[config.mk]
export PLATFORM = sky130hd
export DESIGN_NAME = div_arbiter
export DESIGN_NICKNAME = d
export VERILOG_FILES = /design/src/rtl/div_arbiter.sv
export SDC_FILE = /design/constraint.sdc
export NUM_CORES = 1
export LEC_CHECK = 0
export ABC_AREA = 1
export CAP_MARGIN = 20
export CORE_AREA = 2 2 91 115
export CTS_BUF_LIST = sky130_fd_sc_hd__clkbuf_16
export CTS_CLUSTER_SIZE = 14
export DETAILED_ROUTE_END_ITERATION = 8
export DIE_AREA = 0 0 93 117
export PLACE_DENSITY = 0.87
export SLEW_MARGIN = 30
export SYNTH_ARGS = -nofsm -noshare
export SYNTH_HDL_FRONTEND = slang
export SYNTH_SLANG_ARGS = --single-unit
[constraint.sdc]
create_clock -name clk -period 4.6 [get_ports clk]
set_input_delay 0.92 -clock clk [delete_from_list [all_inputs] [get_ports clk]]
set_output_delay 0.92 -clock clk [all_outputs]
set_load 0.03 [all_outputs]
[src/rtl/div_arbiter.sv]
// -----------------------------------------------------------------------------
// div_arbiter
//   Lets two requesters share one iterative divider. A request is granted in
//   IDLE. The operands are latched and launched with a one-cycle div_start.
//   The arbiter then waits for div_complete and holds the result on the
//   owner's rsp_valid bit until that owner acks.
//
// Configuration macro:
//   DIV_ARB_ROUND_ROBIN_EN  defined   : simultaneous requests alternate ports.
//                           undefined : fixed priority, port 0 always wins.
//
// Ports:
//   clk, reset_n            clock (rising edge), async active-low reset
//   req_valid[1:0]          per-requester request level
//   req_is_8_bit/_signed    per-requester mode bits
//   req_dividend0/1[31:0]   per-requester dividends
//   req_divisor0/1[15:0]    per-requester divisors
//   grant[1:0]              one-hot, one-cycle pulse: request accepted
//   rsp_valid[1:0]          one-hot, result available for that requester
//   rsp_ack[1:0]            response consumed (only the owner bit counts)
//   rsp_quotient/_remainder shared result bus, qualified by rsp_valid
//   rsp_error               shared error flag, qualified by rsp_valid
//   div_start               one-cycle launch pulse to the divider
//   div_is_8_bit/_signed    mode bits to the divider, from latched registers
//   div_dividend/_divisor   operands to the divider, from latched registers
//   div_complete/_error     divider done / error (div-by-zero, overflow)
//   div_quotient/_remainder divider results, captured on div_complete
// -----------------------------------------------------------------------------
module div_arbiter (
  input  logic        clk,
  input  logic        reset_n,
  input  logic [1:0]  req_valid,
  input  logic [1:0]  req_is_8_bit,
  input  logic [1:0]  req_is_signed,
  input  logic [31:0] req_dividend0,
  input  logic [31:0] req_dividend1,
  input  logic [15:0] req_divisor0,
  input  logic [15:0] req_divisor1,
  output logic [1:0]  grant,
  output logic [1:0]  rsp_valid,
  input  logic [1:0]  rsp_ack,
  output logic [15:0] rsp_quotient,
  output logic [15:0] rsp_remainder,
  output logic        rsp_error,
  output logic        div_start,
  output logic        div_is_8_bit,
  output logic        div_is_signed,
  output logic [31:0] div_dividend,
  output logic [15:0] div_divisor,
  input  logic        div_complete,
  input  logic        div_error,
  input  logic [15:0] div_quotient,
  input  logic [15:0] div_remainder
);

  typedef enum logic [1:0] {IDLE, ISSUE, WAIT, RESPOND} state_t;

  typedef struct packed {
    logic        is_8_bit;
    logic        is_signed;
    logic [31:0] dividend;
    logic [15:0] divisor;
  } op_t;

  typedef struct packed {
    logic        error;
    logic [15:0] quotient;
    logic [15:0] remainder;
  } res_t;

  state_t        state_q, state_d;
  logic          owner_q, owner_d;
  op_t           op_q, op_d;
  res_t          res_q, res_d;
  op_t  [1:0]    req_op;
  logic [1:0]    req_live;
  logic          win;

  assign req_op[0] = {req_is_8_bit[0], req_is_signed[0], req_dividend0, req_divisor0};
  assign req_op[1] = {req_is_8_bit[1], req_is_signed[1], req_dividend1, req_divisor1};

  // grant is combinational from req_valid. Masking with reset_n keeps it low
  // while reset is held, even if a requester is already asserting.
  assign req_live = req_valid & {2{reset_n}};

`ifdef DIV_ARB_ROUND_ROBIN_EN
  // pri_q names the port that wins a tie. It flips to the loser on every grant.
  logic pri_q, pri_d;

  always_comb win = (req_live == 2'b11) ? pri_q : ~req_live[0];

  always_comb begin
    pri_d = pri_q;
    if (state_q == IDLE && req_live != 2'b00) pri_d = ~win;
  end

  always_ff @(posedge clk or negedge reset_n) begin
    if (!reset_n) pri_q <= 1'b0;
    else          pri_q <= pri_d;
  end
`else
  always_comb win = ~req_live[0];
`endif

  always_comb begin
    state_d = state_q;
    owner_d = owner_q;
    op_d    = op_q;
    res_d   = res_q;
    grant   = 2'b00;
    case (state_q)
      IDLE: begin
        if (req_live != 2'b00) begin
          grant   = win ? 2'b10 : 2'b01;
          owner_d = win;
          op_d    = req_op[win];
          state_d = ISSUE;
        end
      end
      ISSUE: state_d = WAIT;
      WAIT: begin
        if (div_complete) begin
          res_d   = {div_error, div_quotient, div_remainder};
          state_d = RESPOND;
        end
      end
      RESPOND: begin
        if (rsp_ack[owner_q]) state_d = IDLE;
      end
      default: state_d = IDLE;
    endcase
  end

  always_ff @(posedge clk or negedge reset_n) begin
    if (!reset_n) begin
      state_q <= IDLE;
      owner_q <= 1'b0;
      op_q    <= '0;
      res_q   <= '0;
    end else begin
      state_q <= state_d;
      owner_q <= owner_d;
      op_q    <= op_d;
      res_q   <= res_d;
    end
  end

  // Operands come straight from op_q, which only loads in IDLE. They therefore
  // stay frozen for the whole ISSUE..RESPOND span.
  assign div_start     = (state_q == ISSUE);
  assign div_is_8_bit  = op_q.is_8_bit;
  assign div_is_signed = op_q.is_signed;
  assign div_dividend  = op_q.dividend;
  assign div_divisor   = op_q.divisor;

  assign rsp_valid     = (state_q == RESPOND) ? (owner_q ? 2'b10 : 2'b01) : 2'b00;
  assign rsp_quotient  = res_q.quotient;
  assign rsp_remainder = res_q.remainder;
  assign rsp_error     = res_q.error;

endmodule
==> results.toml <==
[place]
placed_area_um2 = 6380
dp_hpwl_um = 8806
gp_congestion = 0.8396
io_buffers = 227

[hold_path]
hold_depth = 1
hold_class = "reg -> reg"
hp-start = "rsp_quotient[5]"
hold_end = "rsp_quotient[5]"

[sta]
holdWs_ns = 0.5037
period_needed_ns = 3.393
maxSlewViolCount = 0
fmax_mhz = 294.7
worstMarginPinSlew_ns = 0.5644
fin_skew_ns = 0.006111
slew_headroom = 0.6237
hold_viol_final = 0
finalCritPeriodShare = 0.7376
rsz0062_at_grt = "no"
setup_tns_ns = 0
finalSetupViolations = 0

[floorplan]
fp.coreArea_um2 = 9849
dieArea_um2 = 10880
rows = 41
chipWidth_um = 93
start_util = 0.4122
dieHeight_um = 117
io_pins = 228

[global_routing]
grt_max_degree = 53
grt_pass1_wl_um = 18400
grt_pass1_vias = 3823
antenna_found_initial = 0
overflow = 0
grt.total_usage = 0.2134

[worst_setup_path]
critPathLaunchType = "input pin"
path_delay_family = "buffers and inverters"
end_kind = "output pin"
cp_cell_sequence = "buf_4, nand3_2, nor2_1, clkdlybuf4s50_1"
crit_buf_inv = 2
max_stage_delay_ns = 0.71
ff2ff_path_depth = 7
crit_type = "in -> out"
setup.worst_path.start = "reset_n"
cp_slowest_cell = "clkdlybuf4s50_1"
reg2reg_slack_ns = 2.44
crit_fanout = 43
cp.arrival_ns = 2.47
cp.required_ns = 3.68
reg2reg_from = "state_q[0]"
r2r_end = "div_dividend[5]"

[outcome]
status = "completed"

[logic_synthesis]
synthArstFlopShare = 1.000
ys_seq_elements = 86
synth_ff_type = "dfrtp_1"
synth_edf_count = 0
synth_area_um2 = 4060
syn-num-nets = 626
ys_types = 15
avgSynthCellArea_um2 = 8.424
ys_seq_area_frac = 0.5300
yosysWarnings = 0
syn_inst = 482

[finish]
syn_to_final_growth_pct = 64.96
layout.nets = 842
mostFrequentLayoutCells = "nand2_1 (260), clkdlybuf4s50_1 (225), dfrtp_1 (86)"
drive_gt1_frac = 0.08689
diodes = 0
final_common_cell = "nand2_1"
finalInstanceArea_um2 = 6698

[clock_network]
insertion_delay_ns = 0.32
root_buffer = "clkbuf_16"
postCtsSetupBuffers = 0
cts_hold_buf = 0
cts_tree = "built"
htree_levels = 3
clk_pin_slew_worst_paths_ns = 0.06
cts_buffer_depth = 2
cts.sinks = 86
cts-resized-gates = 0
cts-buffers-inserted = 9

[pwr]
powerDensity_nw_per_um2 = 654.5
ir_drop_v = 0.0003168
leakage_nw = 3.231

[routing]
wl_um = 11640
dr.pass1.iters = 4
wl_per_cell_um = 14.00
vias = 4030
route.detailed.drc = 0
vias_per_cell = 4.850
drtIter0Drc = 187
ant_nets = 0

[job]
maxCapViolCount = 0
sequential cells by signal, indices dropped and copies added, names as in the netlist:
register / flops
div_is_8_bit: 1
owner_q: 1
rsp_quotient: 16
rsp_error: 1
div_dividend: 32
div_is_signed: 1
div_divisor: 16
state_q: 2
rsp_remainder: 16
area by class of cell:
class / instances / area [um2]
Fill cell: 774 / 3152
Timing Repair Buffer: 233 / 2312
Sequential cell: 86 / 2152
Multi-Input combinational cell: 360 / 1729
Clock buffer: 9 / 225.2
Tap cell: 129 / 161.4
Clock inverter: 6 / 87.58
Inverter: 8 / 30.03
power by group:
group / internal (W) / total, W / switching [W]
Clock: 0.000471 / 0.000750 / 0.000279
Sequential: 0.00112 / 0.00132 / 0.000204
Combinational: 0.00102 / 0.00231 / 0.00129
per-layer routing:
layer	vias to the layer above	global-route usage	part of all wire
met5	-	0	0
met4	0	0.06863	0.024
met1	1872	0.2507	0.38
li1	1951	-	-
met2	184	0.3836	0.52
met3	23	0.05442	0.077
cell families after synthesis:
logic type                 count (synthesis)  synth area share
DFF                                       86            0.5300
and+or+nand+nor                          322            0.3180
AOI/OAI and AO/OA                          1          0.001542
adders and majority gates                  4           0.01233
buffers and inverters                     36           0.04653
muxes                                     33           0.09153
through the flow:
stage | utilization | worst slack, ns | total power (W) | cells
floorplan | - | 1.906 | 0.002640 | 482
global placement | 0.6477 | 1.107 | 0.003592 | 816
detailed placement | 0.6477 | 0.9266 | 0.003664 | 816
CTS | 0.6795 | 1.154 | 0.004428 | 831
global route | 0.6800 | 1.082 | 0.004632 | 831
finish | 0.6800 | 1.207 | 0.004383 | 831
Yosys cell counts (2+ instances only):
cell type,n,area [um2]
buf_2,13,65.06
buf_6,5,56.30
clkbuf_1,10,37.54
dfrtp_1,86,2152
ha_1,4,50.05
inv_1,7,26.28
mux2_2,33,371.6
nand2_1,260,975.9
nand2_2,3,18.77
nand3_1,54,270.3
nand4_1,2,12.51
nor2_1,2,7.510
worst max path at each step:
| stage | to | cells past startpoint |
|---|---|---|
| global placement | owner_q | 8 |
| floorplan | grant[1] | 3 |
| global route | grant[1] | 4 |
| finish | grant[1] | 4 |
| CTS | grant[1] | 4 |
| detailed placement | div_dividend[9] | 9 |
(Power assumes the default switching activity.)
